File: config.mk
export PLATFORM = sky130hd
export DESIGN_NAME = keypad_scanner_flat
export DESIGN_NICKNAME = d
export VERILOG_FILES = /design/src/rtl/keypad_scanner_if.sv /design/src/rtl/keypad_scanner.sv /design/src/flat_wrapper.sv
export SDC_FILE = /design/constraint.sdc
export NUM_CORES = 1
export LEC_CHECK = 0
export ABC_AREA = 1
export BUFFER_PORTS_ARGS = -buffer_cell sky130_fd_sc_hd__buf_2
export CORE_UTILIZATION = 30
export CTS_BUF_LIST = sky130_fd_sc_hd__clkbuf_8
export CTS_CLUSTER_SIZE = 16
export DETAILED_ROUTE_END_ITERATION = 8
export HOLD_SLACK_MARGIN = 0.15
export PLACE_DENSITY = 0.51
export SLEW_MARGIN = 40
export SYNTH_ARGS = -nofsm -noshare
export SYNTH_HDL_FRONTEND = slang
export SYNTH_SLANG_ARGS = --single-unit
File: constraint.sdc
create_clock -name clk50M -period 1.45 [get_ports clk50M]
set_input_delay 0.145 -clock clk50M [delete_from_list [all_inputs] [get_ports clk50M]]
set_output_delay 0.145 -clock clk50M [all_outputs]
set_load 0.05 [all_outputs]
File: src/rtl/keypad_scanner_if.sv
// Key event bus from the keypad scanner to the hex-digit shift register and display path.
// The scanner drives it through the master modport. Consumers read it through the slave modport.
interface keypad_scanner_if;
  logic [3:0] value;
  logic       trig;
  logic       key_down;

  modport master (output value, output trig, output key_down);
  modport slave  (input  value, input  trig, input  key_down);
endinterface

File: src/rtl/keypad_scanner.sv
// 4x4 matrix keypad scanner: rotates the column drive, debounces presses and releases,
// and decodes one key into a hex value. Optional auto-repeat is enabled with KEYPAD_REPEAT_EN.
module keypad_scanner #(
  parameter int SCAN_DIV       = 50000,
  parameter int DEBOUNCE_TICKS = 10,
  parameter int REPEAT_TICKS   = 300
) (
  input  logic             clk50M,
  input  logic             rst,
  input  logic [3:0]       row,
  output logic [3:0]       col,
  keypad_scanner_if.master kp
);

  typedef enum logic [1:0] {SCAN, DEBOUNCE, PRESSED, RELEASE} state_t;

  localparam int DIV_W = $clog2(SCAN_DIV);
  localparam int DB_W  = $clog2(DEBOUNCE_TICKS + 1);
  localparam logic [DIV_W-1:0] DIV_LAST = DIV_W'(SCAN_DIV - 1);
  localparam logic [DB_W-1:0]  DB_DONE  = DB_W'(DEBOUNCE_TICKS);
  // Indexed by {row index, column index}.
  localparam logic [3:0] KEY_MAP [16] = '{
    4'h1, 4'h2, 4'h3, 4'hA,
    4'h4, 4'h5, 4'h6, 4'hB,
    4'h7, 4'h8, 4'h9, 4'hC,
    4'hE, 4'h0, 4'hF, 4'hD
  };

  if (SCAN_DIV < 2 || DEBOUNCE_TICKS < 1 || REPEAT_TICKS < 1) begin : g_bad_params
    $error("keypad_scanner: needs SCAN_DIV >= 2, DEBOUNCE_TICKS >= 1, REPEAT_TICKS >= 1");
  end

  function automatic logic [1:0] low_idx(input logic [3:0] p);
    case (p)
      4'b1110: low_idx = 2'd0;
      4'b1101: low_idx = 2'd1;
      4'b1011: low_idx = 2'd2;
      default: low_idx = 2'd3;
    endcase
  endfunction

  state_t           state_reg;
  logic [3:0]       row_meta_reg;
  logic [3:0]       srow_reg;
  logic [3:0]       col_reg;
  logic [3:0]       pat_reg;
  logic [3:0]       value_reg;
  logic [DIV_W-1:0] div_reg;
  logic [DB_W-1:0]  db_reg;
  logic [DB_W-1:0]  rc_reg;
  logic             trig_reg;
  logic             key_down_reg;

  logic             tick;
  logic             single_low;
  logic             srow_idle;
  logic [3:0]       col_rot;
  logic [3:0]       key_code;
  logic [DB_W-1:0]  db_inc;
  logic [DB_W-1:0]  rc_inc;

`ifdef KEYPAD_REPEAT_EN
  localparam int RPT_W = $clog2(REPEAT_TICKS + 1);
  localparam logic [RPT_W-1:0] RPT_DONE = RPT_W'(REPEAT_TICKS);
  logic [RPT_W-1:0] rpt_reg;
  logic [RPT_W-1:0] rpt_inc;
  assign rpt_inc = rpt_reg + RPT_W'(1);
`endif

  assign tick      = (div_reg == DIV_LAST);
  assign srow_idle = (srow_reg == 4'hF);
  assign col_rot   = {col_reg[2:0], col_reg[3]};
  assign key_code  = KEY_MAP[{low_idx(srow_reg), low_idx(col_reg)}];
  assign db_inc    = db_reg + DB_W'(1);
  assign rc_inc    = rc_reg + DB_W'(1);

  // Ghosting guard: only a single low row is a candidate press.
  always_comb begin
    single_low = 1'b0;
    case (srow_reg)
      4'b1110, 4'b1101, 4'b1011, 4'b0111: single_low = 1'b1;
      default:                            single_low = 1'b0;
    endcase
  end

  always_ff @(posedge clk50M) begin
    if (rst) begin
      row_meta_reg <= 4'hF;
      srow_reg     <= 4'hF;
      div_reg      <= '0;
      state_reg    <= SCAN;
      col_reg      <= 4'b1110;
      pat_reg      <= 4'hF;
      db_reg       <= '0;
      rc_reg       <= '0;
      value_reg    <= 4'h0;
      trig_reg     <= 1'b0;
      key_down_reg <= 1'b0;
`ifdef KEYPAD_REPEAT_EN
      rpt_reg      <= '0;
`endif
    end else begin
      row_meta_reg <= row;
      srow_reg     <= row_meta_reg;
      div_reg      <= tick ? '0 : div_reg + DIV_W'(1);
      trig_reg     <= 1'b0;
      if (tick) begin
        case (state_reg)
          SCAN: begin
            if (single_low) begin
              pat_reg <= srow_reg;
              db_reg  <= DB_W'(1);
              if (DEBOUNCE_TICKS == 1) begin
                state_reg    <= PRESSED;
                value_reg    <= key_code;
                trig_reg     <= 1'b1;
                key_down_reg <= 1'b1;
`ifdef KEYPAD_REPEAT_EN
                rpt_reg      <= '0;
`endif
              end else begin
                state_reg <= DEBOUNCE;
              end
            end else begin
              col_reg <= col_rot;
            end
          end
          DEBOUNCE: begin
            if (srow_reg == pat_reg) begin
              db_reg <= db_inc;
              if (db_inc == DB_DONE) begin
                state_reg    <= PRESSED;
                value_reg    <= key_code;
                trig_reg     <= 1'b1;
                key_down_reg <= 1'b1;
`ifdef KEYPAD_REPEAT_EN
                rpt_reg      <= '0;
`endif
              end
            end else begin
              state_reg <= SCAN;
              col_reg   <= col_rot;
            end
          end
          PRESSED: begin
            if (srow_idle) begin
              rc_reg <= DB_W'(1);
              if (DEBOUNCE_TICKS == 1) begin
                key_down_reg <= 1'b0;
                state_reg    <= SCAN;
                col_reg      <= col_rot;
              end else begin
                state_reg <= RELEASE;
              end
            end
`ifdef KEYPAD_REPEAT_EN
            else if (rpt_inc == RPT_DONE) begin
              trig_reg <= 1'b1;
              rpt_reg  <= '0;
            end else begin
              rpt_reg <= rpt_inc;
            end
`endif
          end
          RELEASE: begin
            if (srow_idle) begin
              rc_reg <= rc_inc;
              if (rc_inc == DB_DONE) begin
                key_down_reg <= 1'b0;
                state_reg    <= SCAN;
                col_reg      <= col_rot;
              end
            end else begin
              // Bounce during release: the key is still held, no new press event.
              state_reg <= PRESSED;
`ifdef KEYPAD_REPEAT_EN
              rpt_reg   <= '0;
`endif
            end
          end
          default: state_reg <= SCAN;
        endcase
      end
    end
  end

  assign col         = col_reg;
  assign kp.value    = value_reg;
  assign kp.trig     = trig_reg;
  assign kp.key_down = key_down_reg;

endmodule
File: src/flat_wrapper.sv
// flat-port wrapper written by rule: the top's interface ports become plain ports
module keypad_scanner_flat 
#(
  parameter int SCAN_DIV       = 50000,
  parameter int DEBOUNCE_TICKS = 10,
  parameter int REPEAT_TICKS   = 300
)
  (clk50M, rst, row, col, kp_value, kp_trig, kp_key_down);
  keypad_scanner_if kp_i ();
  input  logic clk50M;
  input  logic rst;
  input  logic [3:0] row;
  output logic [3:0] col;
  output wire logic [$bits(kp_i.value)-1:0] kp_value;
  output wire logic [$bits(kp_i.trig)-1:0] kp_trig;
  output wire logic [$bits(kp_i.key_down)-1:0] kp_key_down;
  assign kp_value = kp_i.value;
  assign kp_trig = kp_i.trig;
  assign kp_key_down = kp_i.key_down;
  keypad_scanner #(.SCAN_DIV(SCAN_DIV), .DEBOUNCE_TICKS(DEBOUNCE_TICKS), .REPEAT_TICKS(REPEAT_TICKS)) u_core (.clk50M(clk50M), .rst(rst), .row(row), .col(col), .kp(kp_i));
endmodule
### After elaboration in Yosys (flattened, before gate mapping)

Memories as Yosys holds them, arrays and structs flattened. A register that Yosys moved wholly into a read port is not among the register bits.
Index checks and enable logic that the tools add are counted.

| word-level totals | value |
|---|---|
| flip-flop bits (word level) | 44 |
| memory bits (read-only) | 64 |
| bits of input ports | 6 |
| output and inout port bits | 10 |
| logic and storage cells | 85 |
| memories | 1 |

Memory list:

| memory | words | width | rd ports | clocked after memory_dff | write ports | RTL line | text |
|---|---|---|---|---|---|---|---|
| (no name shown) | 16 | 4 | 1 | 1 | 0 | keypad_scanner.sv:73 | `assign key_code = KEY_MAP[{low_idx(srow_reg), low_idx(col_reg)}];` |

| operators by class | value |
|---|---|
| $add $sub $neg | 3 |
| eq/ne operators | 25 |
| multiplexer cells | 27 |
| bitwise operators | 4 |
| reduce and logical (&&, ||, !) cells | 15 |

Operators by type and width:

| cell | number |
|---|---|
| $eq A4 B4 Y1 const B | 9 |
| $mux W4 | 8 |
| $add A16 B1 Y16 const B | 1 |
| $eq A16 B16 Y1 const B | 1 |
| $pmux W4 S2 | 2 |
| $mux W2 | 6 |
| $ne A2 B1 Y1 const B | 6 |
| $pmux W2 S3 | 2 |
| $pmux W4 S3 | 1 |
| $reduce_and A4 Y1 | 3 |
| $reduce_and A6 Y1 | 2 |
| $add A4 B1 Y4 const B | 2 |
| $pmux W2 S4 | 1 |
| $reduce_or A4 Y1 | 2 |
| $mux W1 | 6 |
| $ne A3 B3 Y1 const B | 2 |
| $reduce_bool A2 Y1 | 3 |
| $not A4 Y5 | 1 |
| $reduce_and A5 Y1 | 1 |
| $eq A2 B2 Y1 const B | 2 |
| $eq A4 B3 Y1 const B | 1 |
| $eq A4 B4 Y1 | 1 |
| $ne A2 B2 Y1 const B | 2 |
| $not A1 Y1 | 3 |
| other kinds (6) | 6 |

### Logic depth before layout (Yosys ltp)

Gate-level depths: netlist of the first run.

| depth | value |
|---|---|
| word-level depth | 5 |
| gate-level depth with buffers | 12 |
| depth with buffers taken out | 12 |

### Worst setup path before layout of the first run

Ideal clock, no wire load.

| timing path | value |
|---|---|
| path type | reg-to-reg |
| start point | reg u_core.col_reg[0], in the netlist u_core.col[0] |
| end point | reg u_core.value_reg[1], in the netlist u_core.kp.value[1] |
| setup time | 0.070 ns |
| data arrival time | 1.768 ns |
| required time | 1.380 ns |
| setup slack | -0.388 ns |
| cell stages (with the launch flop) | 12 |
| period minus slack after synthesis | 1.838 ns |
| cells stage by stage | dfxtp_1 > inv_1 > nor2_1 > nand3_1 > ha_1 > nand2_1 > nand3_1 > nand2_1 > nand2_1 > nand2_1 > nand2_1 > a21oi_1 |

| between the ends | value |
|---|---|
| cells in the longest elaborated chain, start to end | 3 |
| elaborated cells between the ends (all ways) | 5 |

RTL lines:

| item | RTL line | text |
|---|---|---|
| start: declaration | keypad_scanner.sv:45 | `logic [3:0] col_reg;` |
| start signal: assignment | keypad_scanner.sv:125 | `col_reg <= col_rot;` |
| start signal: assignment | keypad_scanner.sv:142 | `col_reg <= col_rot;` |
| start signal: assignment | keypad_scanner.sv:151 | `col_reg <= col_rot;` |
| $eq A4 B4 Y1 | keypad_scanner.sv:34 | `case (p)` |
| $pmux W2 S3 (*) | keypad_scanner.sv:34 |  |
| $not A4 Y5 (not written as such) (*) | keypad_scanner.sv:73 |  |
| end: declaration | keypad_scanner.sv:47 | `logic [3:0] value_reg;` |

Mark *: on every way between the ends. The rest lies on a longest branch, timed or not.
A chain may end at the register's enable or synchronous reset.

### Worst setup path after layout of the first run

| timing path | value |
|---|---|
| start point | reg u_core.div_reg[0] |
| end point | reg u_core.col_reg[3], in the netlist u_core.col[3] |

| between the ends | value |
|---|---|
| cells in the longest elaborated chain, start to end | 2 |

RTL lines:

| item | RTL line | text |
|---|---|---|
| start: declaration | keypad_scanner.sv:48 | `logic [DIV_W-1:0] div_reg;` |
| start signal: assignment | keypad_scanner.sv:105 | `div_reg <= tick ? '0 : div_reg + DIV_W'(1);` |
| $eq A16 B16 Y1 | keypad_scanner.sv:70 | `assign tick = (div_reg == DIV_LAST);` |
| $reduce_and A6 Y1 (no line) | n/a |  |

Every way passes these cells.

==> impl_results.md, run 1 <==
- R2R Setup Slk: -120 ps
- Worst hold path type: register to register
- Vias: 2678
- WL per Instance: 10.7 µm
- Worst Tran Pin Value: 264 ps
- GRT Max-Usage Layer: met2
- GRT Residual Overflow: 0
- Core ar.: 8340 µm²
- Clk sinks: 48
- Max frequency: 636 MHz
- # DRC: 0
- Slew Limit Fails: 0
- Hold path start: u_core.row_meta_reg[1]
- Antenna Nets Post-Route: 0
- # IOs: 16
- Critical-path top delay cell: dfxtp_2
- Reg2reg start: u_core.div_reg[0]
- Max reg flops: 16
- Net Count, Synth: 416
- Share of the synthesized area in the top cell type: 36.5%
- Slew Limit Headroom: 82.4%
- Layout cells sized above 1: 44.7%
- Max stage delay on crit path: 360 ps
- RSZ-0062 raised after global routing: true
- GR Layer Usage met2: 26.8%
- CP Data Arrival Time: 1780 ps
- Worst-case vdd ir drop: 0.504 mV
- CP top delay family: simple AND/OR/NAND/NOR gates
- Met1 GRT Util: 17.8%
- Critical path class: register to register
- RD Place Congestion: 0.846
- Dpl hpwl: 4590 µm
- Vias in the first global route: 2523
- WP buf/inv: 1
- Post-layout util: 46.3%
- Area growth syn-to-layout: 46.6%
- Die height: 95.7 µm
- Violated checks: negative setup slack
- I/O Buffers: 15
- Crit-path cells: ha_4 > nand3_4 > nor2_4 > nand4_1 > buf_4 > nor2_4 > nand2_2 > nand2_1 > nand3_1
- Pre-Repair DR Iteration Count: 4
- CTS tree: yes
- Synthesized area per cell: 6.53 µm²
- Hold slack: 419 ps
- Leak: 1.70 nW
- Fin crit period: 1570 ps
- Initial Utilization: 31.5%
- Post-synth EDFFs: 0
- Setup TNS: -894 ps
- Die Wd: 95.7 µm
- Cell Count, Final, Fillers Out: 593
- Power Density: 674 nW/µm²
- Vias/cell: 4.52
- Max-cap viol count: 0
- Synth Register Bits: 48
- Antenna violations before repair: 0
- Row Count: 33
- CP Max Fanout: 3
- Library cells used by synthesis: 28
- First-pass GRT wire length: 10800 µm
- Synth area leaders: dfxtp_1 (37%), nand2_1 (17%), inv_1 (7.4%)
- CP most frequent cell: nor2_4
- Antenna cells: 0
- Dominant synthesized flop cell: dfxtp_1
- Largest net degree at the start of global routing: 17
- Worst-Skew Late Latency: 310 ps
- Nets@finish: 500
- Yosys warns: 0
- GRT Util Overall: 15.1%
- Final hold violations: 0
- Status: complete, but fails checks
- Period utilization: 108%
- Place WS: -124 ps
- Clk pin slew, worst setup/hold paths: 100 ps
- Critical path origin: u_core.div_reg[0]
- CTS root buf: clkbuf_8
- CP required: 1650 ps
- DRT Wirelength: 6350 µm
- Synth Instances: 403
- H-tree Lvls: 2
- Worst Setup Start Kind: register
- Worst clock skew: 8.79 ps
- CTS buffer count: 5
- CTS max path bufs: 2
- Critical path endpoint category: register
- Cell area after synthesis: 2630 µm²
- Setup violations, final: 17
- Met3 Resource Use GR: 2.63%
- 1st-iter DRT viols: 85
- Cell type with the highest aggregate area in the netlist: dfxtp_1
- Post-synthesis sequential area ratio: 36.5%
- Setup ws final: -123 ps
- Placed insts: 572
- Async set or reset register ratio after synthesis: 0%
- Area of the die: 9150 µm²
## cells in the mapped netlist, types with 4 or more instances
cell and n:
nand3_2 5, o21ai_0 7, nor3_1 4, inv_2 7, ha_1 7, nand3_1 27
nor2_2 8, nand2_1 119, inv_1 52, a21oi_1 27, or2_2 8, dfxtp_1 48
nor2_1 50, nand4_1 7, o211ai_2 4
## stage by stage
step / instance area (µm²) / total power [mW]
after floorplan: 2660 / 1.49
after global placement: 3250 / 1.57
after detailed placement: 3250 / 1.57
after CTS: 3500 / 2.60
after global routing: 3860 / 2.73
final: 3860 / 2.60
## cells by family (layout without fill, tap and decap cells)
kind of cell	Yosys count	in the layout	share of synthesized area (%)
adder cells (fa/ha/maj)	7	7	3.33
flip-flops	48	48	36.5
AND/OR/NAND/NOR	234	234	39.1
XOR/XNOR	6	6	2.00
buffers and inverters	65	150	9.37
AO/OA/AOI/OAI	43	43	9.65
## layer usage
metal  wire [µm]  share of wire [%]  vias to the layer above
li1            -                  -                     1430
met1        2940                 46                     1222
met2        3190                 50                       17
met3         110                1.7                        9
met4         112                1.8                        0
met5           0                  0                        -
## path summary, 6_finish.rpt
check | to | cells past startpoint
min reg2reg | u_core.srow_reg[1] | 1
max reg2reg | u_core.col[3] | 9
max | u_core.col[3] | 9
min | u_core.srow_reg[1] | 1
## report_power, final
group          internal, mW  leakage (nW)  switching [mW]
sequential             1.33         0.393          0.0173
clock                 0.520        0.0583           0.484
combinational         0.113          1.25           0.136
## timing repair
| action | in CTS | in global routing |
|---|---|---|
| resized for setup | 26 | 95 |
| hold buffers | 5 | 0 |
| buffers inserted | 1 | 7 |
| endpoints found under the hold margin | 5 | 0 |
| setup endpoints to repair | 34 | 38 |
| pin swaps | 6 | 37 |
## cell type report
type / count / area [µm²]
timing repair buffer: 82 / 609
clock inverter: 3 / 47.5
clock buffer: 5 / 68.8
multi-input combinational: 290 / 1780
fill: 859 / 4480
tap: 105 / 131
sequential: 48 / 992
inverter: 60 / 225
## cells in the final DEF (no fill, tap or decap), drive strengths merged, types with 4 or more instances in the layout
| cell | n |
|---|---|
| nand2 | 121 |
| nand3 | 32 |
| ha | 7 |
| o21ai | 10 |
| nand4 | 7 |
| clkbuf | 5 |
| nor3 | 5 |
| inv | 59 |
| a21oi | 27 |
| nor2 | 59 |
| or2 | 8 |
| buf | 77 |
| dlygate4sd3 | 5 |
| dfxtp | 48 |
| o211ai | 4 |
## worst register-to-register path: cells and delay by family, from the launching register on
kind                     cells  cell delay, ps
buffers and inverters        1             220
AND/OR/NAND/NOR              7             750
adder cells (fa/ha/maj)      1             150
flip-flops                   1             360
No activity file was read; power rests on OpenSTA's default activity.
==> run 2, diff against run 1 <==
PLACE_DENSITY = default   (was 0.51)
PLACE_DENSITY_LB_ADDON = 0.15   (was default)
SKIP_CTS_REPAIR_TIMING = 1   (was default)
clock period = 1.7 ns   (was 1.45 ns; I/O delays follow)
==> impl_results.md, run 2 (synthesis gave the netlist of run 1 again) <==
- Status: finished clean
- Max-cap viol count: 0
- # DRC: 0
- Leak: 1.40 nW
- Critical path endpoint category: register
- Vias in the first global route: 2267
- CTS max path bufs: 2
- Setup TNS: 0 ps
- CTS root buf: clkbuf_8
- Critical path origin: u_core.div_reg[1]
- Hold path start: rst
- Worst-Skew Late Latency: 300 ps
- Reg2reg start: u_core.div_reg[1]
- Worst clock skew: 4.12 ps
- CTS tree: yes
- Clk sinks: 48
- R2R Setup Slk: 100 ps
- Setup violations, final: 0
- Dpl hpwl: 4480 µm
- DRT Wirelength: 5750 µm
- RD Place Congestion: 0.795
- Dpl cell area: 2880 µm²
- # fillers: 932
- Critical path class: register to register
- Die Wd: 95.7 µm
- Worst Tran Pin Value: 431 ps
- Setup ws final: 102 ps
- Die height: 95.7 µm
- Critical-path top delay cell: dfxtp_2
- Antenna violations before repair: 0
- CTS buffer count: 5
- Row Count: 33
- Crit-path cells: ha_4 > nand3_4 > nor2_4 > nand4_1 > nor2_2 > nand2_4 > nor2_1 > a21oi_2
- WL per Instance: 10.7 µm
- Slew Limit Fails: 0
- Vias/cell: 4.52
- GRT Util Overall: 13.8%
- Worst Setup Start Kind: register
- GRT Residual Overflow: 0
- Period utilization: 94.0%
- Core ar.: 8340 µm²
- Pwr Total: 1.94 mW
- First-pass GRT wire length: 9840 µm
- Final hold violations: 0
- Nets@finish: 446
- Area of the die: 9150 µm²
- CP Max Fanout: 8
- Pre-Repair DR Iteration Count: 4
- Antenna Nets Post-Route: 0
- Power Density: 623 nW/µm²
- Layout cells sized above 1: 21.2%
- # IOs: 16
- Antenna cells: 0
- Worst-case vdd ir drop: 0.297 mV
- Max frequency: 626 MHz
- Vias: 2431
- I/O Buffers: 15
- Most common cell after layout, fill and taps aside: nand2_1
- Area occupied by multi-input gates: 1510 µm²
- Register area: 980 µm²
- Area growth syn-to-layout: 18.2%
- 1st-iter DRT viols: 84
- Initial Utilization: 31.5%
- H-tree Lvls: 2
- Max reg flops: 16
- Final instance area: 3110 µm²
- CP required: 1900 ps
- Largest net degree at the start of global routing: 14
- Place WS: -48.8 ps
- RSZ-0062 raised after global routing: true
- Fin crit period: 1600 ps
- Max stage delay on crit path: 360 ps
- CP Data Arrival Time: 1790 ps
- Slew Limit Headroom: 71.2%
- Worst hold path type: primary input to register
- Clk pin slew, worst setup/hold paths: 80 ps
- Most frequent cells in the layout: nand2_1 (115), inv_1 (53), nor2_1 (46)
run 2: where the power goes:
group / switching (mW) / total [mW] / internal, mW
clock: 0.366 / 0.640 / 0.275
combinational: 0.0882 / 0.146 / 0.0582
sequential: 0.0143 / 1.15 / 1.14
run 2: final cells by class:
type                    instances  share of cell area (%)
clock inverters                 2                   0.282
flip-flops and latches         48                    31.5
inverters                      60                    7.24
well taps                     105                    4.22
multi-input cells             290                    48.7
clock buffers                   5                    2.21
repair buffers                 28                    5.87
run 2: critical path, delay by kind of cell (launching register included):
family	cells	cell delay, ps
compound gates	1	70
flops	1	360
fa+ha+maj	1	160
simple gates	6	900
run 2: worst paths after layout:
check	endpoint	cells past startpoint
setup reg to reg	u_core.kp.value[3]	8
hold / removal	u_core.row_meta_reg[1]	2
hold reg to reg	u_core.srow_reg[3]	1
setup / recovery	u_core.kp.value[3]	8
run 2: metal layers:
metal	vias up	share of wire, %	GRT usage, %	wire (µm)
li1	1316	-	-	-
met1	1087	49	16.9	2800
met2	23	48	24.6	2740
met3	5	2.6	2.39	151
met4	0	1.2	3.73	67
met5	-	0	0	0
run 2: through the flow:
step,utilization (%),std cells,hold slack [ps]
after global routing,37.3,538,233
after CTS,35.5,533,43.5
after global placement,34.5,526,354
after detailed placement,34.5,526,357
after floorplan,-,403,274
final,37.3,538,234
